### src/rtl/idx_vec_build_if.sv
// rtl/idx_vec_build_if.sv - index stream in / accumulated vector out handshake bundle for idx_vec_build
interface idx_vec_build_if #(
    parameter int WIDTH = 7,
    parameter int IW    = $clog2(WIDTH)
) ();
    logic             i_valid;
    logic             o_ready;
    logic [IW-1:0]    i_index;
    logic             i_thermo;
    logic             i_last;
    logic             i_clear;
    logic             o_valid;
    logic             i_ready;
    logic [WIDTH-1:0] o_vector;
    logic             o_err;

    modport slave (
        input  i_valid, i_index, i_thermo, i_last, i_clear, i_ready,
        output o_ready, o_valid, o_vector, o_err
    );

    modport master (
        output i_valid, i_index, i_thermo, i_last, i_clear, i_ready,
        input  o_ready, o_valid, o_vector, o_err
    );
endinterface

### src/rtl/idx_vec_build.sv
// rtl/idx_vec_build.sv - decode index stream (one-hot/thermometer) and OR-accumulate into a vector; IDX_VEC_BUILD_RANGECHECK_EN adds o_err range flag
module idx_vec_build #(
    parameter int WIDTH = 7
) (
    input  logic          i_clk,
    input  logic          i_rst_n,
    input  logic          i_cg,
    idx_vec_build_if.slave bus
);
    localparam int IW = $clog2(WIDTH);
    localparam logic [IW:0] WIDTH_W = (IW+1)'(WIDTH);

    typedef enum logic {
        ACCUM = 1'b0,
        HOLD  = 1'b1
    } state_t;

    state_t           state_q;
    logic [WIDTH-1:0] acc_q;
    logic [WIDTH-1:0] vec_q;
    logic             valid_q;

    logic             acc_xfer;
    logic             out_xfer;
    logic             in_range;
    logic [WIDTH-1:0] dec;
    logic [WIDTH-1:0] base;
    logic [WIDTH-1:0] acc_d;

    assign bus.o_ready  = (state_q == ACCUM);
    assign bus.o_valid  = valid_q;
    assign bus.o_vector = vec_q;

    assign acc_xfer = bus.i_valid & bus.o_ready & i_cg;
    assign out_xfer = valid_q & bus.i_ready & i_cg;

    // Indices past the top bit (non power-of-two WIDTH) decode to nothing.
    always_comb begin
        in_range = ({1'b0, bus.i_index} < WIDTH_W);
        dec      = '0;
        for (int b = 0; b < WIDTH; b++) begin
            if (bus.i_thermo) begin
                dec[b] = in_range & (IW'(b) <= bus.i_index);
            end else begin
                dec[b] = in_range & (IW'(b) == bus.i_index);
            end
        end
        base  = bus.i_clear ? '0 : acc_q;
        acc_d = base | dec;
    end

    always_ff @(posedge i_clk) begin
        if (!i_rst_n) begin
            state_q <= ACCUM;
            acc_q   <= '0;
            vec_q   <= '0;
            valid_q <= 1'b0;
        end else if (i_cg) begin
            case (state_q)
                ACCUM: begin
                    if (acc_xfer) begin
                        if (bus.i_last) begin
                            vec_q   <= acc_d;
                            valid_q <= 1'b1;
                            acc_q   <= '0;
                            state_q <= HOLD;
                        end else begin
                            acc_q   <= acc_d;
                        end
                    end else if (bus.i_clear) begin
                        acc_q <= '0;
                    end
                end
                HOLD: begin
                    if (out_xfer) begin
                        valid_q <= 1'b0;
                        vec_q   <= '0;
                        state_q <= ACCUM;
                    end
                end
                default: state_q <= ACCUM;
            endcase
        end
    end

`ifdef IDX_VEC_BUILD_RANGECHECK_EN
    logic flag_q;
    logic err_q;
    logic flag_d;

    // The sticky flag follows the same clear/restart rules as the accumulator.
    assign flag_d    = (bus.i_clear ? 1'b0 : flag_q) | ~in_range;
    assign bus.o_err = err_q;

    always_ff @(posedge i_clk) begin
        if (!i_rst_n) begin
            flag_q <= 1'b0;
            err_q  <= 1'b0;
        end else if (i_cg) begin
            if (acc_xfer) begin
                assert (in_range) else $warning("idx_vec_build: out-of-range index %0d accepted", bus.i_index);
                if (bus.i_last) begin
                    err_q  <= flag_d;
                    flag_q <= 1'b0;
                end else begin
                    flag_q <= flag_d;
                end
            end else if (state_q == ACCUM && bus.i_clear) begin
                flag_q <= 1'b0;
            end
            if (out_xfer) begin
                err_q  <= 1'b0;
                flag_q <= 1'b0;
            end
        end
    end
`else
    assign bus.o_err = 1'b0;
`endif

endmodule

### src/flat_wrapper.sv
// flat-port wrapper written by rule: the top's interface ports become plain ports
module idx_vec_build_flat 
#(
    parameter int WIDTH = 7
)
  (i_clk, i_rst_n, i_cg, bus_i_valid, bus_i_index, bus_i_thermo, bus_i_last, bus_i_clear, bus_i_ready, bus_o_ready, bus_o_valid, bus_o_vector, bus_o_err);
  idx_vec_build_if #(.WIDTH(WIDTH)) bus_i ();
  input  logic i_clk;
  input  logic i_rst_n;
  input  logic i_cg;
  input wire logic [$bits(bus_i.i_valid)-1:0] bus_i_valid;
  input wire logic [$bits(bus_i.i_index)-1:0] bus_i_index;
  input wire logic [$bits(bus_i.i_thermo)-1:0] bus_i_thermo;
  input wire logic [$bits(bus_i.i_last)-1:0] bus_i_last;
  input wire logic [$bits(bus_i.i_clear)-1:0] bus_i_clear;
  input wire logic [$bits(bus_i.i_ready)-1:0] bus_i_ready;
  output wire logic [$bits(bus_i.o_ready)-1:0] bus_o_ready;
  output wire logic [$bits(bus_i.o_valid)-1:0] bus_o_valid;
  output wire logic [$bits(bus_i.o_vector)-1:0] bus_o_vector;
  output wire logic [$bits(bus_i.o_err)-1:0] bus_o_err;
  assign bus_i.i_valid = bus_i_valid;
  assign bus_i.i_index = bus_i_index;
  assign bus_i.i_thermo = bus_i_thermo;
  assign bus_i.i_last = bus_i_last;
  assign bus_i.i_clear = bus_i_clear;
  assign bus_i.i_ready = bus_i_ready;
  assign bus_o_ready = bus_i.o_ready;
  assign bus_o_valid = bus_i.o_valid;
  assign bus_o_vector = bus_i.o_vector;
  assign bus_o_err = bus_i.o_err;
  idx_vec_build #(.WIDTH(WIDTH)) u_core (.i_clk(i_clk), .i_rst_n(i_rst_n), .i_cg(i_cg), .bus(bus_i));
endmodule
### config.mk
export PLATFORM = sky130hd
export DESIGN_NAME = idx_vec_build_flat
export DESIGN_NICKNAME = d
export VERILOG_FILES = /design/src/rtl/idx_vec_build_if.sv /design/src/rtl/idx_vec_build.sv /design/src/flat_wrapper.sv
export SDC_FILE = /design/constraint.sdc
export NUM_CORES = 1
export LEC_CHECK = 0
export ABC_AREA = 1
export ABC_CLOCK_PERIOD_IN_PS = 1300
export BUFFER_PORTS_ARGS = -buffer_cell sky130_fd_sc_hd__buf_4
export CORE_UTILIZATION = 40
export DETAILED_ROUTE_END_ITERATION = 8
export PLACE_DENSITY = 0.65
export SYNTH_ARGS = -nofsm -noshare
export SYNTH_HDL_FRONTEND = slang
export SYNTH_SLANG_ARGS = --single-unit
### constraint.sdc
create_clock -name i_clk -period 1.3 [get_ports i_clk]
set_clock_uncertainty 0.15 [all_clocks]
set_input_delay 0.26 -clock i_clk [delete_from_list [all_inputs] [get_ports i_clk]]
set_output_delay 0.26 -clock i_clk [all_outputs]
set_load 0.05 [all_outputs]
==> out/qor.txt, run 1 <==
Routed Antenna Nets: 0
Nets: 163
Starting DRT DRC Count: 16
Cell Count, Final, Fillers Out: 178
Final hold violation count: 0
Via count: 879
Final WL: 1906 um
Crit. End Element: output port
Largest net degree at the start of global routing: 17
Antenna diodes: 0
Netlist Area Pre-Place: 820.8 um2
Fillers: 209
Final WS setup: 0.01730 ns
Status: finished clean
Pre-CTS setup slack: 0.02219 ns
Unique masters post-synth: 16
Worst Path Max Fanout: 4
Worst-path clk slew: 0.09 ns
Hold WC Path Type: input pin to register
Fin. max-slew vios: 0
Die Span X: 47.30 um
Initial antenna violation count: 0
Required time of the critical path: 0.89 ns
Final setup vio count: 0
Area Growth Syn to Fin: 27.59%
Worst Hold Launch: bus_i_ready
Worst setup startpoint: u_core.state_q$_SDFFE_PN0P_
Vias/cell: 4.938
Wire per inst: 10.71 um
Final Util: 0.5393
Sink Count: 16
Synth top area share: 0.3902
Die area: 2237 um2
Synth warn: 0
H-tree depth: 1
Total Routing Usage GR: 0.1867
Ranking of synthesized cells by area: dfxtp_1 (39%), nand2_1 (24%), a21oi_1 (10%)
Fin crit period: 1.283 ns
WS Path Type: register to output port
Hpwl dp: 1482 um
Worst r2r src: u_core.state_q$_SDFFE_PN0P_
RD Place Congestion: 0.8228
Io pins: 21
Synth area leader: dfxtp_1
Placed cells: 174
Pwr dens: 1014 nW/um2
Maximum vdd ir drop: 565.6 uV
Mapped Cells: 129
Pleak: 0.4955 nW
TritonCTS Buffers: 3
Commonest non-fill, non-tap cell in the layout: nand2_1
Worst path arrival time: 0.87 ns
Commonest non-fill, non-tap cells in the layout: nand2_1 (53), buf_4 (19), a21oi_1 (17)
Longest Clk Path Bufs: 2
PortBufs: 19
Global route overflow: 0
Synthesis-stage register bit count: 16
Worst-Skew Late Latency: 0.29 ns
Startpoint Class: register
TritonRoute pass-1 iters: 4
CTS root buffer: clkbuf_4
RSZ-0062 raised after global routing: yes
Starting density of the core: 0.4227
Synthesized area per cell: 6.363 um2
Maximum clock rate: 0.7796 GHz
Syn Nets: 140
Die Ht: 47.30 um
MaxCap Viol Count: 0
Post-CTS Setup Inserts: 0
Final period utilization: 0.9867
Row Count: 16
Vias in the first global route: 683
Layout cell share with drive strength beyond 1: 0.2119
DRC Markers: 0
Seq/Total Area, Yosys: 0.3902
First-pass GRT wire length: 2863 um
Core area: 1942 um2
CTS tree: done
==> power by group <==
group / switching [mW] / total, mW / internal [mW]
Combinational: 0.139 / 0.209 / 0.0702
Sequential: 0.00853 / 0.512 / 0.503
Clock: 0.170 / 0.341 / 0.171
Total: 0.318 / 1.06 / 0.744
==> cells in the mapped netlist (all sizes together) <==
cell	instances
nand3	14
clkbuf	1
buf	1
nor2	6
a21oi	17
dfxtp	16
inv	14
nand2	54
nand4	1
conb	1
o21ai	4
==> routing by layer <==
metal  GRT usage  routed length, um  vias to the layer above
met5           0                  0                        -
met4     0.08571                 29                        0
met3     0.03462                 81                        5
met2      0.2959                884                       24
met1      0.2437                909                      396
li1            -                  -                      454
==> cells by family (layout without fill, tap and decap cells) <==
group                  after synthesis  after routing  synth area share
AOI/OAI and AO/OA                   21             21            0.1326
buffers and inverters               16             38           0.07774
DFF                                 16             16            0.3902
other                                1              1          0.004569
and+or+nand+nor                     75             75            0.3948
==> path summary, 6_finish.rpt <==
| path | cells past startpoint | endpoint | slack (ns) |
|---|---|---|---|
| worst max-delay path | 2 | bus_o_ready | 0.02 |
| worst min-delay path | 4 | u_core.state_q$_SDFFE_PN0P_ | 0.12 |
| worst max register to register | 5 | u_core.bus.o_vector[0]$_SDFFE_PN0P_ | 0.09 |
| worst min register to register | 2 | u_core.bus.o_vector[5]$_SDFFE_PN0P_ | 0.32 |
==> repair_timing <==
item                                    CTS  global route
pin swaps                                 0             0
resized for setup                         2             2
hold buffers                              0             0
endpoints found under the setup margin    1             3
==> area by class of cell <==
| cell class | count | area (um2) | share of cell area |
|---|---|---|---|
| flip-flops and latches | 16 | 322.8 | 0.3082 |
| well taps | 27 | 33.78 | 0.03226 |
| clock buffers | 4 | 36.28 | 0.03465 |
| inverters | 14 | 55.05 | 0.05257 |
| multi-input cells | 97 | 441.7 | 0.4217 |
| repair buffers | 20 | 157.7 | 0.1505 |
==> worst max-delay path, cell delays in order, from the launching register on <==
cell and delay (ns):
dfxtp_2 0.38, inv_4 0.06, buf_8 0.14
==> flip-flops by register name (all words and copies together) (netlist names) <==
register	cells
u_core.state_q	1
u_core.bus.o_valid	1
u_core.bus.o_vector	7
u_core.acc_q	7
==> through the flow <==
stage / total power [mW] / instance area [um2] / hold slack (ns) / TNS [ns]
after detailed placement: 0.7268 / 997.2 / 0.3091 / 0
after CTS: 1.061 / 1039 / 0.1153 / 0
final: 1.062 / 1047 / 0.1163 / 0
after global routing: 1.107 / 1047 / 0.1256 / -0.03013
after floorplan: 0.6541 / 824.5 / 0.2954 / 0
after global placement: 0.7237 / 997.2 / 0.3047 / 0
(Power assumes the default switching activity.)
==> run 2, diff against run 1 <==
BUFFER_PORTS_ARGS = default   (was -buffer_cell sky130_fd_sc_hd__buf_4)
CAP_MARGIN = 30   (was default)
DONT_BUFFER_PORTS = 1   (was default)
PLACE_DENSITY = 0.56   (was 0.65)
==> run 2 against run 1 <==
  * Setup slack worse by 0.013 ns
  * Non-clock buffer count fell by 8
  * Fmax decreased by 0.97%
  * Hold slack worse by 0.12 ns
  * Sequential power hardly changed
  * Clock-buffer cell count unchanged
  * Core utilization fell by 2.7 points
  * First-iteration DRC count increased by 25%
  * Flip-flop and latch count is the same
  * Combinational power down 15%
  * Critical endpoint unchanged
  * Largest cell class unchanged
  * Highest routed layer unchanged
==> out/qor.txt, run 2 (synthesized netlist as in run 1, its figures left out) <==
TritonRoute pass-1 iters: 4
CTS root buffer: clkbuf_4
Post-route total power: 1.027 mW
Global route overflow: 0
Cell Count, Final, Fillers Out: 170
Hold WC Path Type: input pin to register
Worst-path clk slew: 0.11 ns
TritonCTS Buffers: 3
Worst path arrival time: 0.89 ns
Final WL: 1788 um
Row Count: 16
Placed cells: 164
Startpoint Class: register
Die Ht: 47.30 um
Antenna diodes: 0
Crit path max-delay cell type: dfxtp_4
First-pass GRT wire length: 2691 um
Maximum clock rate: 0.7720 GHz
H-tree depth: 1
Sink Count: 16
Fin. max-slew vios: 0
Die Span X: 47.30 um
Die area: 2237 um2
CTS tree: done
CP peak stage delay: 0.37 ns
Worst Path Max Fanout: 4
Nets: 155
Worst Hold Launch: i_cg
Worst Hold Endpoint: u_core.state_q$_SDFFE_PN0P_
Reg-to-reg slack, setup: 0.08 ns
PortBufs: 0
Io pins: 21
Required time of the critical path: 0.89 ns
Area Growth Syn to Fin: 21.19%
Vias/cell: 4.865
Commonest non-fill, non-tap cells in the layout: nand2_1 (53), a21oi_1 (15), dfxtp_1 (14)
Initial antenna violation count: 0
Largest net degree at the start of global routing: 17
Layout cell share with drive strength beyond 1: 0.1888
Maximum vdd ir drop: 554.2 uV
RSZ-0062 raised after global routing: yes
Vias in the first global route: 685
Status: finished clean
Starting density of the core: 0.4227
WS Path Type: register to output port
Hold buffer count at CTS: 0
DRC Markers: 0
Critical path cell sequence: inv_4 -> buf_8
Hpwl dp: 1360 um
Via count: 827
Core area: 1942 um2
Longest Clk Path Bufs: 2
Final setup vio count: 0
Crit. End Element: output port
Total Routing Usage GR: 0.1702
Worst r2r src: u_core.state_q$_SDFFE_PN0P_
Fin crit period: 1.295 ns
Starting DRT DRC Count: 20
Worst-Skew Late Latency: 0.29 ns
Pwr dens: 1032 nW/um2
Routed Antenna Nets: 0
Hold Path Depth: 3
Pleak: 0.4513 nW
RD Place Congestion: 0.9065
Final hold violation count: 0
R2r worst-path depth: 6
Worst reg2reg path endpoint: u_core.acc_q[4]$_SDFFE_PN0P_
Final period utilization: 0.9964
Wire per inst: 10.52 um
Commonest non-fill, non-tap cell in the layout: nand2_1
MaxCap Viol Count: 0
==> run 2: cell count changes in the layout (fill, tap and decap cells not counted) <==
cell     previous run  this run
nand2_2             0         1
nand2_4             1         0
dfxtp_4             0         1
nor2_2              0         1
buf_4              19        11
a21oi_1            17        15
a21oi_2             0         2
dfxtp_2             2         1
nor2_1              5         4
==> run 2: per-layer routing <==
metal	vias up	global-route usage	part of all wire	routed length [um]
met3	2	0.03846	0.029	52
li1	438	-	-	-
met5	-	0	0	0
met4	0	0.06857	0.0067	12
met2	14	0.3041	0.49	870
met1	373	0.1931	0.48	852
==> run 2: how the worst max path moves through the flow <==
| stage | startpoint | endpoint | slack (ns) | depth (start not counted) |
|---|---|---|---|---|
| 4_1_cts | u_core.state_q$_SDFFE_PN0P_ | bus_o_ready | 0.01 | 2 |
| 3_3_place_gp | u_core.state_q$_SDFFE_PN0P_ | u_core.bus.o_vector[2]$_SDFFE_PN0P_ | 0.10 | 6 |
| 3_5_place_dp | u_core.state_q$_SDFFE_PN0P_ | u_core.bus.o_vector[5]$_SDFFE_PN0P_ | 0.07 | 6 |
| 6_report | u_core.state_q$_SDFFE_PN0P_ | bus_o_ready | 0.005 | 2 |
| 5_1_grt | u_core.state_q$_SDFFE_PN0P_ | bus_o_ready | -0.02 | 2 |
| 2_1_floorplan | u_core.state_q$_SDFFE_PN0P_ | u_core.bus.o_vector[1]$_SDFFE_PN0P_ | 0.07 | 6 |
==> run 2: cell type report <==
class	instances	area, um2
Sequential cell	16	325.3
Fill cell	208	947.2
Clock buffer	4	36.28
Timing Repair Buffer	12	97.59
Inverter	14	55.05
Multi-Input combinational cell	97	446.7
Tap cell	27	33.78
==> run 2: where the power goes <==
group	total (mW)	switching, mW	leakage [nW]	internal [mW]
clock network	0.340	0.170	0.0210	0.171
registers	0.509	0.00672	0.131	0.502
logic	0.178	0.122	0.300	0.0554
==> run 2: what timing repair did <==
action                     in CTS  in global routing
setup endpoints to repair       1                  5
setup buffers                   1                  1
resized for setup               4                  3
==> run 2: critical path: cells and delay by family, from the launching register on <==
kind                   cells  cell delay [ns]
DFF                        1             0.37
buffers and inverters      2             0.22
==> run 2: through the flow <==
| stage | setup TNS (ns) | hold slack (ns) | setup slack [ns] | util | cell area (um2) |
|---|---|---|---|---|---|
| floorplan | 0 | 0.2954 | 0.07036 | - | 824.5 |
| global placement | 0 | 0.3041 | 0.1034 | 0.4749 | 922.1 |
| detailed placement | 0 | 0.3084 | 0.06687 | 0.4749 | 922.1 |
| CTS | 0 | 0.003019 | 0.009880 | 0.5032 | 977.2 |
| global route | -0.01983 | 0.004966 | -0.01983 | 0.5122 | 994.7 |
| finish | 0 | 0.0003658 | 0.004688 | 0.5122 | 994.7 |
